`config.mk`:
```
export PLATFORM = sky130hd
export DESIGN_NAME = dht_fan_ctrl
export DESIGN_NICKNAME = d
export VERILOG_FILES = /design/src/rtl/dht_fan_pkg.sv /design/src/rtl/dht_fan_ctrl_pwm.sv /design/src/rtl/dht_fan_ctrl.sv
export SDC_FILE = /design/constraint.sdc
export NUM_CORES = 1
export LEC_CHECK = 0
export CAP_MARGIN = 30
export CORE_MARGIN = 2
export CORE_UTILIZATION = 30
export CTS_BUF_LIST = sky130_fd_sc_hd__clkbuf_2 sky130_fd_sc_hd__clkbuf_4 sky130_fd_sc_hd__clkbuf_8
export CTS_CLUSTER_SIZE = 30
export DETAILED_ROUTE_END_ITERATION = 7
export GPL_ROUTABILITY_DRIVEN = 0
export PLACE_DENSITY = 0.55
export SETUP_SLACK_MARGIN = 0.05
export SKIP_LAST_GASP = 1
export SLEW_MARGIN = 10
export SYNTH_ARGS = -nofsm -noshare
export SYNTH_HDL_FRONTEND = slang
export SYNTH_HIERARCHICAL = 1
export SYNTH_SLANG_ARGS = --single-unit
```
`constraint.sdc`:
```
create_clock -name clk -period 3.65 [get_ports clk]
set_input_delay 0.365 -clock clk [delete_from_list [all_inputs] [get_ports clk]]
set_output_delay 0.365 -clock clk [all_outputs]
set_load 0.02 [all_outputs]
```
`src/rtl/dht_fan_pkg.sv`:
```
// Shared encodings for the DHT11-driven fan controller: level codes, the
// per-level duty table and the PWM period length.
package dht_fan_pkg;

  typedef enum logic [1:0] {
    LVL_OFF  = 2'd0,
    LVL_LOW  = 2'd1,
    LVL_MID  = 2'd2,
    LVL_HIGH = 2'd3
  } level_t;

  localparam logic [6:0] DUTY_L0 = 7'd0;
  localparam logic [6:0] DUTY_L1 = 7'd40;
  localparam logic [6:0] DUTY_L2 = 7'd70;
  localparam logic [6:0] DUTY_L3 = 7'd100;

  localparam int PWM_STEPS = 100;

  function automatic logic [6:0] level_duty(input level_t lvl);
    logic [6:0] d;
    case (lvl)
      LVL_OFF:  d = DUTY_L0;
      LVL_LOW:  d = DUTY_L1;
      LVL_MID:  d = DUTY_L2;
      default:  d = DUTY_L3;
    endcase
    return d;
  endfunction

endpackage

```
`src/rtl/dht_fan_ctrl_pwm.sv`:
```
// 100-step PWM generator; the duty is sampled only at period start so a
// running period is never cut short or stretched.
module pwm_100step
  import dht_fan_pkg::*;
#(
  parameter int PWM_DIV = 1_000
) (
  input  logic       clk,
  input  logic       reset_p,
  input  logic [6:0] duty,
  output logic       pwm_out
);

  localparam int PW = (PWM_DIV > 1) ? $clog2(PWM_DIV) : 1;
  localparam logic [PW-1:0] PRESC_LAST = PW'(PWM_DIV - 1);
  localparam logic [6:0]    STEP_LAST  = 7'(PWM_STEPS - 1);

  logic [PW-1:0] presc_q;
  logic [6:0]    step_q;
  logic [6:0]    duty_lat;

  always_ff @(posedge clk) begin
    if (reset_p) begin
      presc_q  <= '0;
      step_q   <= '0;
      duty_lat <= '0;
      pwm_out  <= 1'b0;
    end else begin
      pwm_out <= (step_q < duty_lat);
      if (presc_q == PRESC_LAST) begin
        presc_q <= '0;
        if (step_q == STEP_LAST) begin
          step_q   <= '0;
          duty_lat <= duty;
        end else begin
          step_q <= step_q + 7'd1;
        end
      end else begin
        presc_q <= presc_q + 1'b1;
      end
    end
  end

endmodule

```
`src/rtl/dht_fan_ctrl.sv`:
```
// Fan level selection (hysteresis + dwell filter + humidity boost), duty ramp
// and PWM output, fed by the DHT11 reader's temperature/humidity bytes.
module dht_fan_ctrl
  import dht_fan_pkg::*;
#(
  parameter int T1        = 25,
  parameter int T2        = 28,
  parameter int T3        = 31,
  parameter int HYST      = 1,
  parameter int H_BOOST   = 80,
  parameter int DWELL_CYC = 100_000_000,
  parameter int RAMP_DIV  = 1_000_000,
  parameter int PWM_DIV   = 1_000
) (
  input  logic       clk,
  input  logic       reset_p,
  input  logic [7:0] temperature,
  input  logic [7:0] humidity,
  input  logic       auto_en,
  input  logic [1:0] manual_level,
  output logic [1:0] fan_level,
  output logic [6:0] duty,
  output logic       pwm_out,
  output logic [3:0] led_bar
);

  localparam int DW = (DWELL_CYC > 1) ? $clog2(DWELL_CYC) : 1;
  localparam int RW = (RAMP_DIV > 1) ? $clog2(RAMP_DIV) : 1;
  localparam logic [DW-1:0] DWELL_LAST = DW'(DWELL_CYC - 1);
  localparam logic [RW-1:0] RAMP_LAST  = RW'(RAMP_DIV - 1);
  localparam logic [8:0] TH1   = 9'(T1);
  localparam logic [8:0] TH2   = 9'(T2);
  localparam logic [8:0] TH3   = 9'(T3);
  localparam logic [8:0] HYST9 = 9'(HYST);
  localparam logic [7:0] HB    = 8'(H_BOOST);

  logic [7:0]    temp_q, hum_q;
  level_t        level_q, level_d, cand_q, cand_d;
  level_t        up_lvl, down_lvl, target;
  logic [DW-1:0] dwell_q, dwell_d;
  logic [RW-1:0] ramp_q;
  logic [6:0]    duty_q, duty_goal;
  logic [8:0]    temp9, temp_hyst;

  always_ff @(posedge clk) begin
    if (reset_p) begin
      temp_q <= '0;
      hum_q  <= '0;
    end else begin
      temp_q <= temperature;
      hum_q  <= humidity;
    end
  end

  // temp + HYST < Tn is the overflow-free form of temp < Tn - HYST
  always_comb begin
    temp9     = {1'b0, temp_q};
    temp_hyst = temp9 + HYST9;
    up_lvl    = LVL_OFF;
    if (temp9 >= TH1) up_lvl = LVL_LOW;
    if (temp9 >= TH2) up_lvl = LVL_MID;
    if (temp9 >= TH3) up_lvl = LVL_HIGH;
    down_lvl = level_q;
    if (down_lvl == LVL_HIGH && temp_hyst < TH3) down_lvl = LVL_MID;
    if (down_lvl == LVL_MID  && temp_hyst < TH2) down_lvl = LVL_LOW;
    if (down_lvl == LVL_LOW  && temp_hyst < TH1) down_lvl = LVL_OFF;
    target = (up_lvl > level_q) ? up_lvl : down_lvl;
    if (hum_q >= HB && target == LVL_OFF) target = LVL_LOW;
    if (temp_q == 8'd0 && hum_q == 8'd0) target = LVL_OFF;
  end

  always_comb begin
    level_d = level_q;
    cand_d  = cand_q;
    dwell_d = '0;
    if (!auto_en) begin
      level_d = level_t'(manual_level);
      cand_d  = level_t'(manual_level);
    end else if (target != cand_q) begin
      cand_d = target;
    end else if (cand_q != level_q) begin
      if (dwell_q == DWELL_LAST) level_d = cand_q;
      else                       dwell_d = dwell_q + 1'b1;
    end
  end

  always_ff @(posedge clk) begin
    if (reset_p) begin
      level_q <= LVL_OFF;
      cand_q  <= LVL_OFF;
      dwell_q <= '0;
    end else begin
      level_q <= level_d;
      cand_q  <= cand_d;
      dwell_q <= dwell_d;
    end
  end

  assign duty_goal = level_duty(level_q);

  always_ff @(posedge clk) begin
    if (reset_p) begin
      ramp_q <= '0;
      duty_q <= '0;
    end else if (ramp_q == RAMP_LAST) begin
      ramp_q <= '0;
      if (duty_q < duty_goal)      duty_q <= duty_q + 7'd1;
      else if (duty_q > duty_goal) duty_q <= duty_q - 7'd1;
    end else begin
      ramp_q <= ramp_q + 1'b1;
    end
  end

  pwm_100step #(.PWM_DIV(PWM_DIV)) u_pwm (
    .clk     (clk),
    .reset_p (reset_p),
    .duty    (duty_q),
    .pwm_out (pwm_out)
  );

  assign fan_level = level_q;
  assign duty      = duty_q;
  assign led_bar   = 4'b0001 << level_q;

endmodule

```
==> flow_summary.json <==
{
  "clkTransAtPathRegs_ps": 90,
  "total_power_mw": 2.08,
  "grt.overflow.total": 0,
  "synth.avg_cell_area_sq_um": 8.88,
  "fmax_ghz": 0.307,
  "dp.cells": 789,
  "grt_pass1_wl_microns": 16500,
  "n_antenna_cell": 0,
  "min_path_cells": 1,
  "start_util": 0.308,
  "wl_per_cell_microns": 11.7,
  "grt_max_degree": 36,
  "htreeDepth": 3,
  "final-setup-viol-count": 0,
  "die_height_microns": 132,
  "route.vias.total": 3738,
  "hold_class": "flip-flop to flip-flop",
  "grt_pass1_vias": 3617,
  "async_flop_share": 0,
  "insertion_delay_ps": 370,
  "status": "finished, final reports clean",
  "portBuffers": 30,
  "required_ps": 3900,
  "crit_type": "flip-flop to flip-flop",
  "relSlewSlack": 0.501,
  "vias_per_cell": 4.63,
  "crit_arrival_ps": 3510,
  "hold_end": "u_pwm/presc_q[0]$_SDFF_PP0_",
  "ant_nets": 0,
  "grt_antenna_before_repair": 0,
  "cts.sink_count": 95,
  "yosys.area.top_type": "dfxtp_1",
  "dpl.hpwl_microns": 6940,
  "power_density_nw_per_um2": 370,
  "final_util": 0.352,
  "synth_cells": 556,
  "num_rows": 46,
  "grt.total_usage": 0.113,
  "synth_edf_count": 0,
  "yosysWarnings": 6,
  "final_cells": 808,
  "final_nets": 635,
  "period_needed_ps": 3250,
  "rsz0062_at_grt": "no",
  "layout_commonest_cell": "dfxtp_1",
  "areaGrowthSynthToFinish_pct": 14.2,
  "timing.final.hold_violations": 0,
  "drt-initial-drc-count": 138,
  "final_cell_mix": "94 x dfxtp_1, 71 x nor2_1, 37 x nand2_1, 31 x xnor2_1",
  "cap_violations": 0,
  "tightest_slew_ps": 748,
  "synth_top_area_frac": 0.385,
  "r2r_cells": 14,
  "die_width_microns": 132,
  "wirelength_microns": 9470,
  "clock_path_buffers": 2,
  "core_area_sq_um": 16000,
  "synth_nets": 604,
  "ys_seq_area_frac": 0.385,
  "final.setup.tns_ps": 0,
  "post-route-drc-count": 0,
  "cts-root-buf": "clkbuf_8",
  "reg2reg_to": "dwell_q[6]$_SDFF_PP0_",
  "dieArea_sq_um": 17500,
  "start_kind": "flip-flop",
  "cts_tree": "built",
  "slew_violations": 0,
  "synth_ff_type": "dfxtp_1",
  "synth_seq_cells": 95,
  "r2r_start": "temp_q[0]$_SDFF_PP0_",
  "cp-end-kind": "flip-flop",
  "hp-start": "u_pwm/presc_q[0]$_SDFF_PP0_",
  "ir_worst_vdd_uv": 197,
  "finalCritPeriodShare": 0.891,
  "fin_skew_ps": 11.3,
  "path_max_fanout": 27,
  "synthTopCellsByArea": "dfxtp_1 39%, ha_1 6.6%, xnor2_1 5.5%",
  "p_leak_nw": 1.96,
  "synth_cell_type_count": 59,
  "r2r_setup_slack_ps": 400,
  "fillers": 1693,
  "io_pins": 35,
  "drive_gt1_frac": 0.101,
  "syn_area_sq_um": 4930,
  "numCtsBuffers": 9,
  "firstDrtPassIters": 4
}
## worst max path at each step
stage,from,end,slack [ps]
floorplan,fan_level[0]$_SDFFE_PP0P_,duty[6]$_SDFFE_PP0P_,450
detailed placement,fan_level[0]$_SDFFE_PP0P_,duty[6]$_SDFFE_PP0P_,310
finish,temp_q[0]$_SDFF_PP0_,dwell_q[6]$_SDFF_PP0_,400
global placement,fan_level[0]$_SDFFE_PP0P_,duty[6]$_SDFFE_PP0P_,400
CTS,fan_level[0]$_SDFFE_PP0P_,duty[6]$_SDFFE_PP0P_,270
global route,temp_q[0]$_SDFF_PP0_,dwell_q[7]$_SDFF_PP0_,60
## through the flow
step	hold WS (ps)	setup slack (ps)	area [sq um]
2_1_floorplan	426	446	4930
3_3_place_gp	440	399	5390
3_5_place_dp	450	310	5390
4_1_cts	471	273	5610
5_1_grt	500	64.6	5630
6_report	469	397	5630
## what timing repair did
item,in CTS,in global routing
setup endpoints to repair,0,1
gates resized for setup,0,1
hold buffers,0,0
setup buffers,0,3
## routing by layer
layer  track usage  share of wire
met1         0.138           0.46
met2         0.193           0.49
met3        0.0338          0.039
met4        0.0323         0.0072
met5             0              0
## cell type report
type / instances / area, sq um / share of cell area
multi-input cells: 419 / 2800 / 0.497
flip-flops and latches: 95 / 1900 / 0.338
repair buffers: 36 / 345 / 0.0613
well taps: 216 / 270 / 0.0480
clock buffers: 9 / 124 / 0.0220
inverters: 26 / 97.6 / 0.0173
clock inverters: 7 / 95.1 / 0.0169
## sequential cells by signal, summed over array words and instances, names as in the netlist
signal          flops
u_pwm/pwm_out       1
temp_q              8
duty                7
cand_q              2
fan_level           2
hum_q               4
u_pwm/step_q        7
ramp_q             20
dwell_q            27
u_pwm/duty_lat      7
u_pwm/presc_q      10
## critical path, cell delays in order, from the launching register on
cell and delay [ps]:
dfxtp_1 390, ha_1 320, nor2b_1 140, a21oi_1 60, a31oi_1 240, ha_1 190
nor2b_1 40, o21ai_0 390, nand2_1 130, a21oi_2 190, nor3_2 100, o21a_4 250
o2111ai_4 190, buf_4 400, nor2_1 100
## cell usage after synthesis, drive strengths merged (3+ instances only)
cell type and n:
and4 3, a21oi 16, ha 26, nor2b 17, buf 8, nand2 38, xor2 30, nor3 22
nor4 8, a21o 4, nand2b 19, nand3 26, o21a 5, clkbuf 7, a31oi 4, mux2i 13
o21ai 11, nor4b 5, o31a 3, and3 10, or3 4, dfxtp 95, nand4 7, nor2 91
inv 26, and2 3, xnor2 31
## power breakdown
group	internal, mW	switching, mW	leakage [nW]
Clock	0.388	0.380	0.110
Sequential	1.05	0.0220	0.771
Combinational	0.108	0.130	1.08
Total	1.55	0.533	1.96
## cell families after synthesis
| group | after synthesis | synth area share |
|---|---|---|
| adders and majority gates | 27 | 0.0700 |
| muxes | 13 | 0.0264 |
| DFF | 95 | 0.385 |
| buffers and inverters | 42 | 0.0474 |
| xor gates and xnor gates | 61 | 0.108 |
| AOI/OAI and AO/OA | 53 | 0.0745 |
| and+or+nand+nor | 265 | 0.288 |
(Power assumes the default switching activity.)
